## config.mk

```make
export PLATFORM = sky130hd
export DESIGN_NAME = flag_rename_entry_gen_flat
export DESIGN_NICKNAME = d
export VERILOG_FILES = /design/src/rtl/flag_rename_entry_gen_pkg.sv /design/src/rtl/flag_rename_entry_gen_if.sv /design/src/rtl/flag_rename_chsel.sv /design/src/rtl/flag_rename_entry_gen.sv /design/src/flat_wrapper.sv
export SDC_FILE = /design/constraint.sdc
export NUM_CORES = 1
export LEC_CHECK = 0
export ABC_CLOCK_PERIOD_IN_PS = 2600
export CAP_MARGIN = 20
export CORE_MARGIN = 5
export CORE_UTILIZATION = 33
export CTS_CLUSTER_SIZE = 10
export DETAILED_ROUTE_END_ITERATION = 8
export HOLD_SLACK_MARGIN = 0.15
export PLACE_DENSITY = 0.78
export SKIP_LAST_GASP = 1
export SLEW_MARGIN = 20
export SYNTH_ARGS = -nofsm -noshare
export SYNTH_HDL_FRONTEND = slang
export SYNTH_HIERARCHICAL = 1
export SYNTH_SLANG_ARGS = --single-unit
```

## constraint.sdc

```tcl
create_clock -name iCLOCK -period 2.6 [get_ports iCLOCK]
set_input_delay 0.52 -clock iCLOCK [delete_from_list [all_inputs] [get_ports iCLOCK]]
set_output_delay 0.52 -clock iCLOCK [all_outputs]
set_load 0.005 [all_outputs]
```

## src/rtl/flag_rename_entry_gen_pkg.sv

```systemverilog
// Shared definitions for the flag rename entry.
// Holds the lifecycle state encodings and the state-field width used by
// the entry, its interface and anything that observes oINFO_STATE.
package flag_rename_entry_gen_pkg;

    localparam int FLAGREN_STATE_W = 3;

    typedef enum logic [FLAGREN_STATE_W-1:0] {
        FLAGREN_ST_FREE_WAIT   = 3'd0,
        FLAGREN_ST_REG_WAIT    = 3'd1,
        FLAGREN_ST_FLAG_WAIT   = 3'd2,
        FLAGREN_ST_COMMIT_WAIT = 3'd3,
        FLAGREN_ST_RELEASE     = 3'd4
    } flagren_state_e;

endpackage

```

## src/rtl/flag_rename_entry_gen_if.sv

```systemverilog
// Bus bundle between the scheduling stage and one flag rename entry.
// master: scheduler side, drives flush/commit/dispatch/CDB/free-list inputs.
// slave : the entry, drives the oINFO_* observation outputs.
interface flag_rename_entry_gen_if
    import flag_rename_entry_gen_pkg::*;
#(
    parameter int NAME_W = 4,
    parameter int TAG_W  = 6,
    parameter int FLAG_W = 5,
    parameter int REG_CH = 2,
    parameter int CDB_CH = 2
);
    logic                        iREMOVE_VALID;
    logic [2**TAG_W-1:0]         iCOMMIT_VECTOR;
    logic [REG_CH-1:0]           iREGIST_VALID;
    logic [REG_CH*NAME_W-1:0]    iREGIST_REGNAME;
    logic [REG_CH*TAG_W-1:0]     iREGIST_COMMIT_TAG;
    logic [CDB_CH-1:0]           iCDB_VALID;
    logic [CDB_CH*TAG_W-1:0]     iCDB_COMMIT_TAG;
    logic [CDB_CH*FLAG_W-1:0]    iCDB_FLAGS;
    logic                        iFREELIST_REGIST_VALID;
    logic                        oINFO_FREELIST_REQ;
    logic                        oINFO_FLAGS_VALID;
    logic [FLAG_W-1:0]           oINFO_FLAGS;
    logic [TAG_W-1:0]            oINFO_COMMIT_TAG;
    logic [FLAGREN_STATE_W-1:0]  oINFO_STATE;
    logic                        oINFO_RELEASE;

    modport master (
        output iREMOVE_VALID, iCOMMIT_VECTOR, iREGIST_VALID, iREGIST_REGNAME,
               iREGIST_COMMIT_TAG, iCDB_VALID, iCDB_COMMIT_TAG, iCDB_FLAGS,
               iFREELIST_REGIST_VALID,
        input  oINFO_FREELIST_REQ, oINFO_FLAGS_VALID, oINFO_FLAGS,
               oINFO_COMMIT_TAG, oINFO_STATE, oINFO_RELEASE
    );

    modport slave (
        input  iREMOVE_VALID, iCOMMIT_VECTOR, iREGIST_VALID, iREGIST_REGNAME,
               iREGIST_COMMIT_TAG, iCDB_VALID, iCDB_COMMIT_TAG, iCDB_FLAGS,
               iFREELIST_REGIST_VALID,
        output oINFO_FREELIST_REQ, oINFO_FLAGS_VALID, oINFO_FLAGS,
               oINFO_COMMIT_TAG, oINFO_STATE, oINFO_RELEASE
    );
endinterface

```

## src/rtl/flag_rename_chsel.sv

```systemverilog
// Lowest-index-first match/select over N channels.
// Ports: valid[N], keys (N packed keys), key (compare value),
//        data (N packed words) -> hit (any channel matched),
//        sel (data of the lowest matching channel, 0 when no hit).
module flag_rename_chsel #(
    parameter int N      = 2,
    parameter int KEY_W  = 4,
    parameter int DATA_W = 6
) (
    input  logic [N-1:0]        valid,
    input  logic [N*KEY_W-1:0]  keys,
    input  logic [KEY_W-1:0]    key,
    input  logic [N*DATA_W-1:0] data,
    output logic                hit,
    output logic [DATA_W-1:0]   sel
);
    // Scan from the top down so the lowest matching index is written last.
    always_comb begin
        hit = 1'b0;
        sel = '0;
        for (int i = N - 1; i >= 0; i--) begin
            if (valid[i] && (keys[i*KEY_W +: KEY_W] == key)) begin
                hit = 1'b1;
                sel = data[i*DATA_W +: DATA_W];
            end
        end
    end
endmodule

```

## src/rtl/flag_rename_entry_gen.sv

```systemverilog
// One flag rename entry: tracks a physical flag register through
// free-list request, allocation, CDB flag capture and commit retirement.
// Ports: iCLOCK, inRESET (async, active-low), bus (slave modport) carrying
//        flush, commit vector, register ports, CDB channels, free-list
//        accept and the oINFO_* state/tag/flags/release observation outputs.
module flag_rename_entry_gen
    import flag_rename_entry_gen_pkg::*;
#(
    parameter int ENTRY_ID      = 0,
    parameter int NAME_W        = 4,
    parameter int TAG_W         = 6,
    parameter int FLAG_W        = 5,
    parameter int REG_CH        = 2,
    parameter int CDB_CH        = 2,
    parameter int COMMIT_OFFSET = 1
) (
    input  logic                    iCLOCK,
    input  logic                    inRESET,
    flag_rename_entry_gen_if.slave  bus
);
    flagren_state_e    state, state_nxt;
    logic              req, req_nxt;
    logic              flags_valid, flags_valid_nxt;
    logic [FLAG_W-1:0] flags, flags_nxt;
    logic [TAG_W-1:0]  tag, tag_nxt;

    logic              reg_hit;
    logic [TAG_W-1:0]  reg_tag;
    logic              cdb_hit;
    logic [FLAG_W-1:0] cdb_flags;
    logic [TAG_W-1:0]  commit_idx;
    logic              commit_hit;

    flag_rename_chsel #(.N(REG_CH), .KEY_W(NAME_W), .DATA_W(TAG_W)) u_reg_sel (
        .valid (bus.iREGIST_VALID),
        .keys  (bus.iREGIST_REGNAME),
        .key   (NAME_W'(ENTRY_ID)),
        .data  (bus.iREGIST_COMMIT_TAG),
        .hit   (reg_hit),
        .sel   (reg_tag)
    );

    flag_rename_chsel #(.N(CDB_CH), .KEY_W(TAG_W), .DATA_W(FLAG_W)) u_cdb_sel (
        .valid (bus.iCDB_VALID),
        .keys  (bus.iCDB_COMMIT_TAG),
        .key   (tag),
        .data  (bus.iCDB_FLAGS),
        .hit   (cdb_hit),
        .sel   (cdb_flags)
    );

    // Truncation to TAG_W bits makes the offset wrap around the vector.
    assign commit_idx = tag + TAG_W'(COMMIT_OFFSET);
    assign commit_hit = bus.iCOMMIT_VECTOR[commit_idx];

    always_comb begin
        state_nxt       = state;
        req_nxt         = req;
        flags_valid_nxt = flags_valid;
        flags_nxt       = flags;
        tag_nxt         = tag;
        case (state)
            FLAGREN_ST_FREE_WAIT: begin
                if (bus.iFREELIST_REGIST_VALID) begin
                    state_nxt = FLAGREN_ST_REG_WAIT;
                    req_nxt   = 1'b0;
                end else begin
                    req_nxt         = 1'b1;
                    flags_valid_nxt = 1'b0;
                end
            end
            FLAGREN_ST_REG_WAIT: begin
                if (reg_hit) begin
                    tag_nxt   = reg_tag;
                    state_nxt = FLAGREN_ST_FLAG_WAIT;
                end
            end
            FLAGREN_ST_FLAG_WAIT: begin
                if (cdb_hit) begin
                    flags_nxt       = cdb_flags;
                    flags_valid_nxt = 1'b1;
                    state_nxt       = FLAGREN_ST_COMMIT_WAIT;
                end
            end
            FLAGREN_ST_COMMIT_WAIT: begin
                if (commit_hit) begin
                    flags_valid_nxt = 1'b0;
                    state_nxt       = FLAGREN_ST_RELEASE;
                end
            end
            FLAGREN_ST_RELEASE: begin
                flags_nxt = '0;
                tag_nxt   = '0;
                state_nxt = FLAGREN_ST_FREE_WAIT;
            end
            default: state_nxt = FLAGREN_ST_RELEASE;
        endcase

        // An instruction already waiting for commit is past the flush point,
        // so the flush only reclaims entries that have not produced yet.
        if (bus.iREMOVE_VALID && (state != FLAGREN_ST_COMMIT_WAIT)) begin
            state_nxt       = FLAGREN_ST_FREE_WAIT;
            req_nxt         = 1'b0;
            flags_valid_nxt = 1'b0;
            flags_nxt       = '0;
            tag_nxt         = '0;
        end
    end

    always_ff @(posedge iCLOCK or negedge inRESET) begin
        if (!inRESET) begin
            state       <= FLAGREN_ST_FREE_WAIT;
            req         <= 1'b0;
            flags_valid <= 1'b0;
            flags       <= '0;
            tag         <= '0;
        end else begin
            state       <= state_nxt;
            req         <= req_nxt;
            flags_valid <= flags_valid_nxt;
            flags       <= flags_nxt;
            tag         <= tag_nxt;
        end
    end

    assign bus.oINFO_FREELIST_REQ = req;
    assign bus.oINFO_FLAGS_VALID  = flags_valid;
    assign bus.oINFO_FLAGS        = flags;
    assign bus.oINFO_COMMIT_TAG   = tag;
    assign bus.oINFO_STATE        = state;
    assign bus.oINFO_RELEASE      = (state == FLAGREN_ST_RELEASE);
endmodule
```

## src/flat_wrapper.sv

```systemverilog
// flat-port wrapper written by rule: the top's interface ports become plain ports
module flag_rename_entry_gen_flat import flag_rename_entry_gen_pkg::*;
#(
    parameter int ENTRY_ID      = 0,
    parameter int NAME_W        = 4,
    parameter int TAG_W         = 6,
    parameter int FLAG_W        = 5,
    parameter int REG_CH        = 2,
    parameter int CDB_CH        = 2,
    parameter int COMMIT_OFFSET = 1
)
  (iCLOCK, inRESET, bus_iREMOVE_VALID, bus_iCOMMIT_VECTOR, bus_iREGIST_VALID, bus_iREGIST_REGNAME, bus_iREGIST_COMMIT_TAG, bus_iCDB_VALID, bus_iCDB_COMMIT_TAG, bus_iCDB_FLAGS, bus_iFREELIST_REGIST_VALID, bus_oINFO_FREELIST_REQ, bus_oINFO_FLAGS_VALID, bus_oINFO_FLAGS, bus_oINFO_COMMIT_TAG, bus_oINFO_STATE, bus_oINFO_RELEASE);
  flag_rename_entry_gen_if #(.NAME_W(NAME_W), .TAG_W(TAG_W), .FLAG_W(FLAG_W), .REG_CH(REG_CH), .CDB_CH(CDB_CH)) bus_i ();
  input  logic iCLOCK;
  input  logic inRESET;
  input wire logic [$bits(bus_i.iREMOVE_VALID)-1:0] bus_iREMOVE_VALID;
  input wire logic [$bits(bus_i.iCOMMIT_VECTOR)-1:0] bus_iCOMMIT_VECTOR;
  input wire logic [$bits(bus_i.iREGIST_VALID)-1:0] bus_iREGIST_VALID;
  input wire logic [$bits(bus_i.iREGIST_REGNAME)-1:0] bus_iREGIST_REGNAME;
  input wire logic [$bits(bus_i.iREGIST_COMMIT_TAG)-1:0] bus_iREGIST_COMMIT_TAG;
  input wire logic [$bits(bus_i.iCDB_VALID)-1:0] bus_iCDB_VALID;
  input wire logic [$bits(bus_i.iCDB_COMMIT_TAG)-1:0] bus_iCDB_COMMIT_TAG;
  input wire logic [$bits(bus_i.iCDB_FLAGS)-1:0] bus_iCDB_FLAGS;
  input wire logic [$bits(bus_i.iFREELIST_REGIST_VALID)-1:0] bus_iFREELIST_REGIST_VALID;
  output wire logic [$bits(bus_i.oINFO_FREELIST_REQ)-1:0] bus_oINFO_FREELIST_REQ;
  output wire logic [$bits(bus_i.oINFO_FLAGS_VALID)-1:0] bus_oINFO_FLAGS_VALID;
  output wire logic [$bits(bus_i.oINFO_FLAGS)-1:0] bus_oINFO_FLAGS;
  output wire logic [$bits(bus_i.oINFO_COMMIT_TAG)-1:0] bus_oINFO_COMMIT_TAG;
  output wire logic [$bits(bus_i.oINFO_STATE)-1:0] bus_oINFO_STATE;
  output wire logic [$bits(bus_i.oINFO_RELEASE)-1:0] bus_oINFO_RELEASE;
  assign bus_i.iREMOVE_VALID = bus_iREMOVE_VALID;
  assign bus_i.iCOMMIT_VECTOR = bus_iCOMMIT_VECTOR;
  assign bus_i.iREGIST_VALID = bus_iREGIST_VALID;
  assign bus_i.iREGIST_REGNAME = bus_iREGIST_REGNAME;
  assign bus_i.iREGIST_COMMIT_TAG = bus_iREGIST_COMMIT_TAG;
  assign bus_i.iCDB_VALID = bus_iCDB_VALID;
  assign bus_i.iCDB_COMMIT_TAG = bus_iCDB_COMMIT_TAG;
  assign bus_i.iCDB_FLAGS = bus_iCDB_FLAGS;
  assign bus_i.iFREELIST_REGIST_VALID = bus_iFREELIST_REGIST_VALID;
  assign bus_oINFO_FREELIST_REQ = bus_i.oINFO_FREELIST_REQ;
  assign bus_oINFO_FLAGS_VALID = bus_i.oINFO_FLAGS_VALID;
  assign bus_oINFO_FLAGS = bus_i.oINFO_FLAGS;
  assign bus_oINFO_COMMIT_TAG = bus_i.oINFO_COMMIT_TAG;
  assign bus_oINFO_STATE = bus_i.oINFO_STATE;
  assign bus_oINFO_RELEASE = bus_i.oINFO_RELEASE;
  flag_rename_entry_gen #(.ENTRY_ID(ENTRY_ID), .NAME_W(NAME_W), .TAG_W(TAG_W), .FLAG_W(FLAG_W), .REG_CH(REG_CH), .CDB_CH(CDB_CH), .COMMIT_OFFSET(COMMIT_OFFSET)) u_core (.iCLOCK(iCLOCK), .inRESET(inRESET), .bus(bus_i));
endmodule
```

==> metrics.md, run 1 <==
| Metric | Value |
|---|---|
| Initial Util | `0.339` |
| Sink Count | `16` |
| Ys flop type | `dfrtp_1` |
| Vias in the first global route | `2226` |
| R2R Path Start | `u_core/bus.oINFO_COMMIT_TAG[0]` |
| Max-slew violations | `0` |
| Detail Route Antenna Nets | `0` |
| Synth cell types | `52` |
| Max-cap viol count | `0` |
| Hold Path Class | `reg -> reg` |
| Clk pwr share | `0.197` |
| P_int | `0.777 mW` |
| H-tree lvl count | `1` |
| Worst Hold Endpoint | `u_core/bus.oINFO_FLAGS[0]` |
| Setup WS pre-CTS | `-0.0789 ns` |
| GRT overflow | `0` |
| DRC violations left | `0` |
| Combinational share of power | `0.510` |
| Syn Area/Cell | `9.37 um2` |
| Worst reg2reg path depth | `8` |
| Drt pass-1 iters | `4` |
| Switching Fraction | `0.329` |
| Max-slew headroom | `0.498` |
| Num CTS Buffers | `3` |
| Slew @ Worst Pin | `0.751 ns` |
| WL/cell | `15.2 um` |
| Register bit total from synthesis | `16` |
| Io pins | `131` |
| First-pass GRT wire length | `9.81 mm` |
| Slowest cell on crit path | `dfrtp_2` |
| CORE AREA | `5890 um2` |
| Status | `complete, no violations` |
| Max VDD drop | `0.000209 V` |
| Post-CTS Hold Fix Bufs | `0` |
| Mapped Cells | `213` |
| PwrDens | `325 nW/um2` |
| Finished Layout Cells | `433` |
| Clock tree buffer depth | `2` |
| Skew final | `0.00246 ns` |
| Placer congestion estimate | `0.941` |
| Min cycle time layout | `2.49 ns` |
| Final-stage net count | `474` |
| WP data required | `2.74 ns` |
| Worst path max stage delay | `0.47 ns` |
| Final setup margin | `0.107 ns` |
| Critical Path End Type | `flop` |
| Initial antenna violation count | `0` |
| Synthesized area | `2000 um2` |
| Vert. Die Dim | `87.8 um` |
| Hold path cells | `2` |
| DP Area | `3440 um2` |
| Max Clock Freq | `401 MHz` |
| Pleak | `1.36 nW` |
| Largest net degree at the start of global routing | `22` |
| CTS tree | `done` |
| Count of input and output buffers | `130` |
| DRT iter0 DRCs | `130` |
| Root Driver | `clkbuf_8` |
| Commonest non-fill, non-tap cell in the layout | `clkdlybuf4s50_1` |
| Die W | `87.8 um` |
| Kind of critical path | `reg -> reg` |
| Clock slew at reported path FFs | `0.07 ns` |
| Warnings from Yosys | `6` |
| Sequential power share | `0.293` |
| Fin area | `3560 um2` |
| Fin. Hold Viols | `0` |
| Detailed placement HPWL | `5.50 mm` |
| Crit-path cells | `ha_4 -> buf_6 -> mux4_1 -> mux2i_1 -> a22oi_2 -> a2111oi_4 -> a311oi_2 -> mux2_4` |
| Sequential share of the synthesized area | `0.201` |
| Number of flops mapped to enable cells by yosys | `0` |
| Diode count | `0` |
| WL final | `6.59 mm` |
| Vias per cell | `5.09` |
| Max FO, Critical Path | `13` |
| Crit start category | `flop` |
| CP arrival | `2.63 ns` |
| Final Cycle Share | `0.959` |
| Die area | `7700 um2` |
| Row count | `28` |
| Via count | `2202` |
| Synth async-reset ratio | `1.00` |
| Worst path buffer plus inverter count | `1` |
| Worst R2R End | `u_core/bus.oINFO_STATE[0]` |
| Area grow syn2layout | `78.5%` |
| HP Start | `u_core/bus.oINFO_FLAGS[0]` |
| Clk_lat worst skew | `0.25 ns` |
| All-Layer GR Usage | `0.161` |
| Placed Cells | `427` |
| Layout cells sized above 1 | `0.151` |
| FF-to-FF setup slack | `0.11 ns` |
| Crit path max-delay family | `multiplexers` |
| Fillers | `522` |
| Most frequent cells in the layout | `clkdlybuf4s50_1, inv_1, xnor2_1` |
| Setup-failing EPs final | `0` |
| P_sw | `0.380 mW` |
==> final cells by class <==
type | count | area (um2) | area share
Tap cell | 75 | 93.8 | 0.0263
Clock buffer | 4 | 55.1 | 0.0155
Multi-Input combinational cell | 166 | 1450 | 0.408
Timing Repair Buffer | 144 | 1450 | 0.408
Inverter | 28 | 105 | 0.0295
Sequential cell | 16 | 402 | 0.113
==> power groups by stage <==
stage          clock, mW  combinational (mW)  sequential (mW)
2_1_floorplan          0               0.310            0.311
3_3_place_gp           0               0.573            0.339
3_5_place_dp           0               0.582            0.340
4_1_cts            0.234               0.586            0.336
5_1_grt            0.246               0.640            0.347
6_report           0.228               0.590            0.339
==> cells in the mapped netlist, types with 3 or more instances <==
| cell type | number | area share |
|---|---|---|
| inv_1 | 26 | 0.049 |
| xnor2_1 | 18 | 0.079 |
| dfrtp_1 | 16 | 0.20 |
| nand3_1 | 16 | 0.040 |
| mux4_2 | 15 | 0.17 |
| nor3_1 | 15 | 0.038 |
| o21ai_1 | 13 | 0.033 |
| mux2i_1 | 9 | 0.045 |
| nand2_1 | 9 | 0.017 |
| a31o_1 | 6 | 0.026 |
| clkbuf_1 | 5 | 0.0094 |
| a31o_2 | 4 | 0.018 |
| nor2_1 | 4 | 0.0075 |
| a21oi_1 | 3 | 0.0075 |
| a31oi_1 | 3 | 0.0094 |
==> stage by stage <==
stage	hold slack, ns	TNS (ns)	power [mW]	util
5_1_grt	0.553	-0.00156	1.23	0.605
6_report	0.532	0	1.16	0.605
3_5_place_dp	0.520	-0.0789	0.922	0.585
2_1_floorplan	0.224	0	0.621	-
4_1_cts	0.533	0	1.16	0.595
3_3_place_gp	0.509	-0.0202	0.912	0.585
==> kinds of logic (layout without fill, tap and decap cells) <==
family,after synthesis,in the layout,share of synthesized area
muxes,27,27,0.243
adders and majority gates,1,1,0.00627
xor gates and xnor gates,21,21,0.102
other,1,10,0.00188
DFF,16,16,0.201
buffers and inverters,40,176,0.0940
and+or+nand+nor,58,58,0.162
AOI/OAI and AO/OA,49,49,0.191
==> registers in the layout (all words and copies together), names as in the netlist <==
| name | flops |
|---|---|
| u_core/bus.oINFO_COMMIT_TAG | 6 |
| u_core/bus.oINFO_FLAGS | 5 |
| u_core/bus.oINFO_FLAGS_VALID | 1 |
| u_core/bus.oINFO_FREELIST_REQ | 1 |
| u_core/bus.oINFO_STATE | 3 |
==> layer usage <==
metal,up-vias,routed length (um),global-route usage
met5,-,0,0
met2,100,3380,0.293
met4,0,64,0.0293
met1,1017,2490,0.180
met3,8,657,0.0611
li1,1077,-,-
==> worst max path at each step <==
stage,cells after the start,startpoint,to,slack (ns)
floorplan,9,u_core/bus.oINFO_COMMIT_TAG[1],u_core/bus.oINFO_STATE[0],0.14
global placement,7,bus_iCOMMIT_VECTOR[34],u_core/bus.oINFO_STATE[0],-0.02
detailed placement,7,bus_iCOMMIT_VECTOR[35],u_core/bus.oINFO_STATE[0],-0.08
CTS,8,u_core/bus.oINFO_COMMIT_TAG[0],u_core/bus.oINFO_STATE[0],0.04
global route,8,u_core/bus.oINFO_COMMIT_TAG[0],u_core/bus.oINFO_STATE[0],-0.002
finish,8,u_core/bus.oINFO_COMMIT_TAG[0],u_core/bus.oINFO_STATE[0],0.11
==> repair_timing <==
item / 4_1_cts / 5_1_grt
gates cloned: 0 / 1
setup endpoints to repair: 1 / 1
pin swaps: 0 / 2
resized for setup: 1 / 3
setup buffers: 0 / 1
==> worst register-to-register path: cells and delay by family, from the launching register on <==
kind / cells / cell delay, ns
adders and majority gates: 1 / 0.33
buffers and inverters: 1 / 0.18
muxes: 3 / 0.81
AOI/OAI and AO/OA: 3 / 0.59
DFF: 1 / 0.47
(Power assumes the default switching activity.)
==> run 2: changes to the inputs <==
- SETUP_SLACK_MARGIN: not set -> 0.5
==> run 2 against run 1 <==
Wire length increased by 3.6%. Critical path type unchanged. Worst setup slack better by 0.093 ns. Non-clock buffer count increased by 16. Clock power decreased by 5%. Sequential share of layout area is 0.41 points lower. Highest routed layer unchanged. Total power up 7.4%. Utilization rose by 2.9 points. Sequential power is 6% lower. Count of clock-buffer cells in the layout did not move.
==> metrics.md, run 2 (synthesis results as in run 1) <==
| Metric | Value |
|---|---|
| Setup-failing EPs final | `0` |
| Die W | `87.8 um` |
| Clock slew at reported path FFs | `0.06 ns` |
| Initial antenna violation count | `0` |
| Row count | `28` |
| HP Start | `u_core/bus.oINFO_FLAGS[3]` |
| All-Layer GR Usage | `0.170` |
| Max Clock Freq | `417 MHz` |
| Setup WS pre-CTS | `-0.113 ns` |
| Vert. Die Dim | `87.8 um` |
| Vias per cell | `4.97` |
| DRT iter0 DRCs | `102` |
| Max-cap viol count | `0` |
| Die area | `7700 um2` |
| Final-stage net count | `490` |
| Clock tree buffer depth | `2` |
| First-pass GRT wire length | `10.4 mm` |
| Io pins | `131` |
| Critical Path End Type | `flop` |
| Hold Path Class | `reg -> reg` |
| WL final | `6.82 mm` |
| Detail Route Antenna Nets | `0` |
| Layout cells sized above 1 | `0.230` |
| CTS tree | `done` |
| Final setup margin | `0.200 ns` |
| Pleak | `1.44 nW` |
| Vias in the first global route | `2301` |
| Root Driver | `clkbuf_8` |
| Final Cycle Share | `0.923` |
| Crit start category | `flop` |
| Most frequent cells in the layout | `clkdlybuf4s50_1, inv_1, buf_4` |
| CP arrival | `2.53 ns` |
| RSZ-0062 raised after global routing | `yes` |
| Largest net degree at the start of global routing | `17` |
| Max FO, Critical Path | `8` |
| Commonest non-fill, non-tap cell in the layout | `clkdlybuf4s50_1` |
| FF-to-FF setup slack | `0.20 ns` |
| Fillers | `499` |
| DRC violations left | `0` |
| Max-slew violations | `0` |
| WL/cell | `15.2 um` |
| Sink Count | `16` |
| Fin. Hold Viols | `0` |
| R2R Path Start | `u_core/bus.oINFO_COMMIT_TAG[0]` |
| Placer congestion estimate | `0.840` |
| Via count | `2232` |
| Tot Pwr | `1.24 mW` |
| Number of flip-flops in the largest register | `6` |
| Detailed placement HPWL | `5.62 mm` |
| Fin area | `3730 um2` |
| Status | `complete, no violations` |
| Skew final | `0.00269 ns` |
| GRT overflow | `0` |
| Placed Cells | `429` |
| Max VDD drop | `0.000309 V` |
| CORE AREA | `5890 um2` |
| Min cycle time layout | `2.40 ns` |
| Initial Util | `0.339` |
| Finished Layout Cells | `449` |
| PwrDens | `333 nW/um2` |
| Count of input and output buffers | `130` |
| Area grow syn2layout | `87.0%` |
| DP Area | `3480 um2` |
| H-tree lvl count | `1` |
| Slew @ Worst Pin | `0.729 ns` |
| Num CTS Buffers | `3` |
| Clk_lat worst skew | `0.24 ns` |
| WP data required | `2.73 ns` |
| Max-slew headroom | `0.513` |
| Worst Hold Slack | `0.524 ns` |
| Crit. Startpoint | `u_core/bus.oINFO_COMMIT_TAG[0]` |
| Diode count | `0` |
| Kind of critical path | `reg -> reg` |
| Drt pass-1 iters | `4` |
-- run 2: worst max-delay path: stages, from the launching register on --
cell and delay [ns]:
dfrtp_2 0.47, ha_4 0.36, mux4_2 0.32, mux2i_1 0.21, a22oi_2 0.13, a2111oi_4 0.40, a311oi_2 0.08, mux2_4 0.31
-- run 2: stage by stage --
step / utilization / TNS, ns
2_1_floorplan: - / 0
3_5_place_dp: 0.591 / -0.113
4_1_cts: 0.617 / 0
3_3_place_gp: 0.591 / -0.0593
6_report: 0.634 / 0
5_1_grt: 0.634 / 0
-- run 2: path summary, 6_finish.rpt --
kind,endpoint,depth (start not counted)
worst max register to register,u_core/bus.oINFO_STATE[0],7
worst max-delay path,u_core/bus.oINFO_STATE[0],7
worst min-delay path,u_core/bus.oINFO_FLAGS[3],2
min in group asynchronous,u_core/bus.oINFO_FLAGS_VALID,1
max in group asynchronous,u_core/bus.oINFO_COMMIT_TAG[1],1
worst min register to register,u_core/bus.oINFO_FLAGS[3],2
-- run 2: repair_timing --
item / CTS / global route
setup buffers: 6 / 9
cloned: 1 / 0
hold buffers: 0 / 0
gates resized for setup: 15 / 8
endpoints found under the setup margin: 16 / 16
pin swaps: 8 / 3
-- run 2: power breakdown --
group	switching (mW)	internal [mW]
logic	0.274	0.430
registers	0.0448	0.276
clock network	0.0832	0.134
-- run 2: final cells by class --
type,instances,area (um2),share of cell area
well taps,75,93.8,0.0251
multi-input cells,166,1520,0.406
inverters,28,105,0.0282
clock buffers,4,55.1,0.0148
repair buffers,160,1560,0.417
flip-flops and latches,16,405,0.109
-- run 2: metal layers --
metal / vias to the layer above / share of wire / GRT usage
met5: - / 0 / 0
met4: 0 / 0.0057 / 0.0223
met3: 4 / 0.084 / 0.0423
met2: 72 / 0.53 / 0.323
met1: 1044 / 0.38 / 0.196
li1: 1112 / - / -
